==> src/rtl/serial_word_rx_if.sv <==
// Bit-serial input and valid/ready word output bundle for serial_word_rx.
// slave modport is the receiver side; master is the stream source / word consumer side.
interface serial_word_rx_if #(
  parameter int W = 4
);
  logic         s_valid;
  logic         s_bit;
  logic         s_first;
  logic         m_valid;
  logic         m_ready;
  logic [W-1:0] m_data;
  logic         m_err;
  logic         overrun;

  modport slave (
    input  s_valid, s_bit, s_first, m_ready,
    output m_valid, m_data, m_err, overrun
  );

  modport master (
    output s_valid, s_bit, s_first, m_ready,
    input  m_valid, m_data, m_err, overrun
  );
endinterface

==> src/rtl/serial_word_rx.sv <==
// Serial-to-parallel word receiver with one word of valid/ready output storage.
// Optional trailing even-parity bit per frame when RX_PARITY_EN is defined.
module serial_word_rx #(
  parameter int W         = 4,
  parameter bit MSB_FIRST = 1'b1
) (
  input  logic           clk,
  input  logic           rst,
  serial_word_rx_if.slave bus
);
  localparam int CW = $clog2(W + 1);
  localparam logic [CW-1:0] CNT_LAST = CW'(W - 1);
  localparam logic [CW-1:0] CNT_FULL = CW'(W);
  localparam logic [CW-1:0] CNT_ONE  = CW'(1);

  typedef enum logic [1:0] {
    ST_IDLE = 2'd0,
`ifdef RX_PARITY_EN
    ST_PAR  = 2'd2,
`endif
    ST_DATA = 2'd1
  } state_t;

  state_t          state_q, state_d;
  logic [CW-1:0]   cnt_q, cnt_d;
  logic [W-1:0]    shift_q, shift_d;
  logic            m_valid_q, m_valid_d;
  logic [W-1:0]    m_data_q, m_data_d;
  logic            m_err_q, m_err_d;
  logic            overrun_q, overrun_d;

  logic            done;
  logic [W-1:0]    done_word;
  logic            done_err;
  logic [W-1:0]    shift_in;
  logic [W-1:0]    shift_first;

  // Shifting toward the far end places frame bit k at W-1-k (MSB first) or k (LSB first).
  always_comb begin
    if (MSB_FIRST) begin
      shift_in    = {shift_q[W-2:0], bus.s_bit};
      shift_first = {{(W-1){1'b0}}, bus.s_bit};
    end else begin
      shift_in    = {bus.s_bit, shift_q[W-1:1]};
      shift_first = {bus.s_bit, {(W-1){1'b0}}};
    end
  end

  always_comb begin
    state_d   = state_q;
    cnt_d     = cnt_q;
    shift_d   = shift_q;
    m_valid_d = m_valid_q;
    m_data_d  = m_data_q;
    m_err_d   = m_err_q;
    overrun_d = 1'b0;
    done      = 1'b0;
    done_word = shift_q;
    done_err  = 1'b0;

    if (m_valid_q && bus.m_ready) m_valid_d = 1'b0;

    if (bus.s_valid) begin
      if (bus.s_first) begin
        shift_d = shift_first;
        cnt_d   = CNT_ONE;
        state_d = ST_DATA;
      end else begin
        case (state_q)
          ST_DATA: begin
            shift_d = shift_in;
            cnt_d   = (cnt_q == CNT_FULL) ? CNT_FULL : cnt_q + CNT_ONE;
            if (cnt_q == CNT_LAST) begin
`ifdef RX_PARITY_EN
              state_d = ST_PAR;
`else
              state_d   = ST_IDLE;
              cnt_d     = '0;
              done      = 1'b1;
              done_word = shift_in;
`endif
            end
          end
`ifdef RX_PARITY_EN
          ST_PAR: begin
            state_d   = ST_IDLE;
            cnt_d     = '0;
            done      = 1'b1;
            done_word = shift_q;
            done_err  = bus.s_bit ^ (^shift_q);
          end
`endif
          default: ;
        endcase
      end
    end

    // A word may land in the same cycle the previous one is being taken.
    if (done) begin
      if (!m_valid_q || bus.m_ready) begin
        m_valid_d = 1'b1;
        m_data_d  = done_word;
        m_err_d   = done_err;
      end else begin
        overrun_d = 1'b1;
      end
    end
  end

  always_ff @(posedge clk or posedge rst) begin
    if (rst) begin
      state_q   <= ST_IDLE;
      cnt_q     <= '0;
      shift_q   <= '0;
      m_valid_q <= 1'b0;
      m_data_q  <= '0;
      m_err_q   <= 1'b0;
      overrun_q <= 1'b0;
    end else begin
      state_q   <= state_d;
      cnt_q     <= cnt_d;
      shift_q   <= shift_d;
      m_valid_q <= m_valid_d;
      m_data_q  <= m_data_d;
      m_err_q   <= m_err_d;
      overrun_q <= overrun_d;
    end
  end

  assign bus.m_valid = m_valid_q;
  assign bus.m_data  = m_data_q;
  assign bus.m_err   = m_err_q;
  assign bus.overrun = overrun_q;
endmodule

==> src/flat_wrapper.sv <==
// flat-port wrapper written by rule: the top's interface ports become plain ports
module serial_word_rx_flat 
#(
  parameter int W         = 4,
  parameter bit MSB_FIRST = 1'b1
)
  (clk, rst, bus_s_valid, bus_s_bit, bus_s_first, bus_m_ready, bus_m_valid, bus_m_data, bus_m_err, bus_overrun);
  serial_word_rx_if #(.W(W)) bus_i ();
  input  logic clk;
  input  logic rst;
  input wire logic [$bits(bus_i.s_valid)-1:0] bus_s_valid;
  input wire logic [$bits(bus_i.s_bit)-1:0] bus_s_bit;
  input wire logic [$bits(bus_i.s_first)-1:0] bus_s_first;
  input wire logic [$bits(bus_i.m_ready)-1:0] bus_m_ready;
  output wire logic [$bits(bus_i.m_valid)-1:0] bus_m_valid;
  output wire logic [$bits(bus_i.m_data)-1:0] bus_m_data;
  output wire logic [$bits(bus_i.m_err)-1:0] bus_m_err;
  output wire logic [$bits(bus_i.overrun)-1:0] bus_overrun;
  assign bus_i.s_valid = bus_s_valid;
  assign bus_i.s_bit = bus_s_bit;
  assign bus_i.s_first = bus_s_first;
  assign bus_i.m_ready = bus_m_ready;
  assign bus_m_valid = bus_i.m_valid;
  assign bus_m_data = bus_i.m_data;
  assign bus_m_err = bus_i.m_err;
  assign bus_overrun = bus_i.overrun;
  serial_word_rx #(.W(W), .MSB_FIRST(MSB_FIRST)) u_core (.clk(clk), .rst(rst), .bus(bus_i));
endmodule
==> config.mk <==
export PLATFORM = sky130hd
export DESIGN_NAME = serial_word_rx_flat
export DESIGN_NICKNAME = d
export VERILOG_FILES = /design/src/rtl/serial_word_rx_if.sv /design/src/rtl/serial_word_rx.sv /design/src/flat_wrapper.sv
export SDC_FILE = /design/constraint.sdc
export NUM_CORES = 1
export LEC_CHECK = 0
export BUFFER_PORTS_ARGS = -buffer_cell sky130_fd_sc_hd__buf_2
export CAP_MARGIN = 20
export CORE_UTILIZATION = 39
export DETAILED_ROUTE_END_ITERATION = 8
export HOLD_SLACK_MARGIN = 0.06
export PLACE_DENSITY = 0.65
export SYNTH_ARGS = -nofsm -noshare
export SYNTH_HDL_FRONTEND = slang
export SYNTH_SLANG_ARGS = --single-unit
==> constraint.sdc <==
create_clock -name clk -period 3.95 [get_ports clk]
set_clock_uncertainty 0.1 [all_clocks]
set_input_delay 0.395 -clock clk [delete_from_list [all_inputs] [get_ports clk]]
set_output_delay 0.395 -clock clk [all_outputs]
set_load 0.02 [all_outputs]
# [After elaboration in Yosys (flattened, before gate mapping)]
# Cells that the tools add are included.
[word_totals] reg_bits=15 out_inout_bits=7 input_bits=6
[op_classes] muxes=22 reduce_logical=8 addsub=1 n_eq_ne=3
[op_table] cell="2-to-1 mux 4 bit" count=6
[op_table] cell="2-to-1 mux 3 bit" count=4
[op_table] cell="2-to-1 mux 1 bit" count=9
[op_table] cell="2-to-1 mux 2 bit" count=3
[op_table] cell="AND reduction 2 bit" count=2
[op_table] cell="nonzero test 2 bit" count=2
[op_table] cell="adder 3 x 1 -> 3 bit, second input constant" count=1
[op_table] cell="== test 3 x 2 -> 1 bit, second input constant" count=1
[op_table] cell="== test 3 bit, second input constant" count=1
[op_table] cell="AND reduction 3 bit" count=1
[op_table] cell="== test 2 x 1 -> 1 bit, second input constant" count=1
[op_table] cell="logical AND 1 bit" count=1
[op_table] cell="zero test 1 bit" count=1
[op_table] cell="logical OR 1 bit" count=1

# [Longest topological paths before layout]
[logic_depth] word_depth=6 ltp_mapped=5 depth_no_buf=5

# [Least setup slack after synthesis]
# Ideal clock, no wire load.
[synth_path] path_kind="register to register" start="register u_core.cnt_q[0]" end="register u_core.m_data_q[3], in the netlist u_core.bus.m_data[3]" path_buffers=0 synth_period_minus_slack_ns=1.601 setup_ns=0.128 slack_ns=2.349 arrival_ns=1.373 stages_incl_launch_ff=5 cell_sequence="dfrtp_1 > ha_1 > ha_1 > mux2_2 > mux2_1"
[synth_via] elab_chain_cells=6 word_cells_on_any_way=10 classes_between="eq/ne: 1; mux: 8; reduce/logical: 1"
[synth_rtl] element="start: declaration" line="serial_word_rx.sv:25" text="logic [CW-1:0] cnt_q, cnt_d;"
[synth_rtl] element="start signal: assignment" line="serial_word_rx.sv:121" text="cnt_q <= cnt_d;"
[synth_rtl] element="== test 3 x 2 -> 1 bit *" line="serial_word_rx.sv:73" text="if (cnt_q == CNT_LAST) begin"
[synth_rtl] element="2-to-1 mux 1 bit" line="serial_word_rx.sv:73"
[synth_rtl] element="2-to-1 mux 1 bit" line="serial_word_rx.sv:69" text="case (state_q)"
[synth_rtl] element="2-to-1 mux 1 bit" line="serial_word_rx.sv:64" text="if (bus.s_first) begin"
[synth_rtl] element="2-to-1 mux 1 bit" line="serial_word_rx.sv:63" text="if (bus.s_valid) begin"
[synth_rtl] element="AND reduction 2 bit (no source line)"
[synth_rtl] element="end signal: assignment" line="serial_word_rx.sv:124" text="m_data_q <= m_data_d;"
[synth_rtl] element="end: declaration" line="serial_word_rx.sv:28" text="logic [W-1:0] m_data_q, m_data_d;"
# Every way passes the cells marked *; elsewhere a longest branch is shown, timed or not.
# A chain may end at the register's enable or synchronous reset.

# [Worst setup path in the final report]
# Same ends and word-level chain as after synthesis.

==> impl_results.rst <==
.. list-table::
   :header-rows: 1

   * - Metric
     - Value
   * - Largest buffer count on any clock path
     - 2
   * - Area growth syn-to-layout
     - 12.7%
   * - Initial core utilization
     - a little over two fifths
   * - Slowest stage cell, crit path
     - sky130_fd_sc_hd__dfrtp_1
   * - Instance area at placement
     - between 700 and 800 um2
   * - # Post-CTS Setup Buffers
     - 0
   * - Warning count from the yosys run
     - 0
   * - Violated checks
     - DRC
   * - Worst setup path class
     - reg -> reg
   * - CP startpoint kind
     - register
   * - Global-route congestion overflow total
     - 0
   * - Library cell with the largest summed area after synthesis
     - sky130_fd_sc_hd__dfrtp_1
   * - Stage delay of the slowest cell on the critical path
     - 0.40 ns
   * - Largest fanout on the critical path
     - 6
   * - Violation count after the first detailed-route iteration
     - 6
   * - Portion of the post-synthesis area used by sequential elements
     - about 52%
   * - Fmax
     - between 0.5 and 0.6 GHz
   * - Placer congestion estimate
     - 0.770
   * - Number of global-route vias before repair
     - 429
   * - Height of the die
     - around 43 um
   * - Clock tree from TritonCTS
     - yes
   * - Pins over their slew limit
     - 0
   * - Register bit count reported by yosys
     - 14
   * - CTS clock-pin slew for the worst setup and hold paths
     - about 0.080 ns
   * - Number of vias in the routed layout
     - 445
   * - Post-detailed-route DRC marker count
     - 4
   * - Power per standard cell area
     - around 590 nW/um2
   * - Hold violation count in the final report
     - 0
   * - Worst-margin pin slew
     - approximately 0.52 ns
   * - Total Neg Setup Slack
     - 0 ns
   * - Tightest slew margin relative to the limit
     - between 60% and 70%
   * - Mean instance size in the synthesized netlist
     - roughly 12 um2
   * - Initial antenna violation count
     - 0
   * - Number of buffers added on ports
     - 11
   * - Std-Cell Core Area
     - 1560 um2
   * - Proportion of synthesized flip-flops having asynchronous set or reset
     - between 90% and 100%
   * - Post_cts resized
     - 0
   * - Number of standard-cell rows in the floorplan
     - 14
   * - CP arrival
     - 1.76 ns
   * - Portion of the clock cycle consumed by the worst path in the final layout
     - around 43%
   * - Gate count after technology mapping
     - between 50 and 60
   * - Post-DP HPWL
     - ~780 um
   * - Number of top-level pins
     - 13
   * - Post-detailed-route wirelength per cell
     - ~12 um
   * - Count of max-cap constraint violations
     - 0
   * - Number of synthesized flops with an enable pin
     - 0
   * - Wire length of the first global-routing pass
     - around 1800 um
   * - Unrepaired setup endpoints after global routing
     - false
   * - Number of fill cells
     - roughly 140
   * - Cells along the critical path
     - ha_1, ha_1, mux2_2, mux2_1
   * - Leakage power summed over all cells
     - approximately 0.39 nW
   * - Final design area excluding fillers
     - ~750 um2
   * - WL final
     - roughly 1000 um
   * - Critical Path Most Common Cell
     - sky130_fd_sc_hd__ha_1
   * - Antenna violation net count after detailed routing
     - 0
   * - Number of clock sinks seen by CTS
     - 14
   * - Pin count of the biggest net entering global routing
     - 15
   * - Chip Width
     - around 43 um
   * - Kind of end point of the critical path
     - register
   * - Critical path buffer and inverter count
     - 0
   * - Proportion of layout cells with a drive suffix above 1
     - roughly a quarter
   * - Most instantiated library cell after synthesis
     - sky130_fd_sc_hd__dfrtp_1
   * - Fraction of synthesized cell area taken by the top area cell type
     - 52.3%
   * - Number of endpoints failing setup at the final stage
     - 0
   * - Number of iterations in the first detailed-routing pass
     - 6
   * - Overall track demand over capacity in global routing
     - about an eighth
   * - Net count of the mapped netlist
     - between 60 and 70
   * - Largest delay contributor family on the critical path
     - multiplexers
   * - Critical path required time
     - approximately 4 ns
   * - Floorplan die area
     - between 1500 and 2000 um2
   * - Clk Tree Root Cell
     - sky130_fd_sc_hd__clkbuf_4
   * - Post-Syn Area
     - between 600 and 700 um2
   * - Layout net count
     - 80
   * - Inserted Clock Buffers
     - 3
   * - Tmin final
     - between 1.5 and 2 ns
   * - Result of the run
     - finished, violations left
   * - H-Tree Level Count
     - 1
   * - Dominant cells by area after synthesis
     - sky130_fd_sc_hd__dfrtp_1, sky130_fd_sc_hd__ha_1, sky130_fd_sc_hd__mux2_1
   * - Synth Flop Type
     - sky130_fd_sc_hd__dfrtp_1
   * - Min-delay worst type
     - in -> async
   * - Largest voltage drop on the vdd net
     - ~0.28 mV
   * - # diodes
     - 0
   * - Clk_lat worst skew
     - around 0.28 ns
   * - Average via count per standard cell
     - 5.30
   * - Number of hold buffers added after cts
     - 0
   * - Most frequent cells after synthesis
     - sky130_fd_sc_hd__dfrtp_1, sky130_fd_sc_hd__inv_1, sky130_fd_sc_hd__nand2_1
   * - Number of distinct standard cells referenced by the synthesized netlist
     - 25
[final cells by class]
cell class,instances,area (um2),area share (%)
well taps,16,20.0,2.65
multi-input cells,35,288,38.1
clock buffers,3,22.5,2.99
inverters,5,18.8,2.49
repair buffers,11,55.1,7.30
flip-flops and latches,14,350,46.4
[metal layers]
metal | vias up | track usage (%) | share of wire (%)
met2 | 13 | 18.5 | 42
li1 | 222 | - | -
met4 | 0 | 0 | 0
met3 | 0 | 8.33 | 7.3
met1 | 210 | 17.9 | 51
met5 | - | 0 | 0
[registers in the layout (all words and copies together) (netlist names)]
| name | cells |
|---|---|
| u_core.bus.overrun | 1 |
| u_core.bus.m_valid | 1 |
| u_core.cnt_q | 3 |
| u_core.bus.m_data | 4 |
| u_core.state_q | 1 |
| u_core.shift_q | 4 |
[cells in the final DEF, fill, tap and decap left out, types with 2 or more instances in the layout]
cell                       instances
sky130_fd_sc_hd__dfrtp_1          14
sky130_fd_sc_hd__buf_2            11
sky130_fd_sc_hd__nand2_1           5
sky130_fd_sc_hd__inv_1             5
sky130_fd_sc_hd__mux2_1            4
sky130_fd_sc_hd__ha_1              4
sky130_fd_sc_hd__a22o_1            3
sky130_fd_sc_hd__clkbuf_4          3
sky130_fd_sc_hd__nor2_1            2
sky130_fd_sc_hd__mux2_2            2
[per-stage QoR]
step / hold WS [ns] / utilization, % / setup WS [ns] / cells / power, W
after detailed placement: 0.358 / 47.0 / 2.25 / 81 / 0.000375
after global placement: 0.365 / 47.0 / 2.27 / 81 / 0.000372
after floorplan: 0.184 / - / 2.35 / 56 / 0.000332
after global routing: 0.0853 / 48.4 / 2.17 / 84 / 0.000484
final: 0.0332 / 48.4 / 2.24 / 84 / 0.000448
after CTS: 0.0607 / 48.4 / 2.23 / 84 / 0.000454
[worst paths after layout]
path	from	end	slack, ns	cells after the start
setup / recovery	u_core.cnt_q[0]	u_core.bus.m_data[3]	2.24	4
hold / removal	rst	u_core.cnt_q[0]	0.03	2
setup reg to reg	u_core.cnt_q[0]	u_core.bus.m_data[3]	2.24	4
hold reg to reg	u_core.bus.m_data[3]	u_core.bus.m_data[3]	0.39	1
max in group asynchronous	rst	u_core.bus.m_data[0]	3.36	2
min in group clk	bus_s_bit	u_core.bus.m_data[0]	0.26	2
[cells by family (layout without fill, tap and decap cells)]
| logic type | after synthesis | count (layout) | share of synthesized area (%) |
|---|---|---|---|
| buffers and inverters | 7 | 19 | 4.67 |
| AOI/OAI and AO/OA | 11 | 11 | 12.9 |
| and+or+nand+nor | 13 | 13 | 12.0 |
| muxes | 6 | 6 | 10.1 |
| adders and majority gates | 4 | 4 | 7.48 |
| other | 1 | 1 | 0.560 |
| DFF | 14 | 14 | 52.3 |
[report_power, final]
part / internal [W] / switching [W] / leakage [nW]
Combinational: 0.0000690 / 0.0000825 / 0.199
Clock: 0.0000353 / 0.0000417 / 0.0138
Sequential: 0.000186 / 0.0000333 / 0.180
Note: power is estimated with default switching activity, not from simulation.
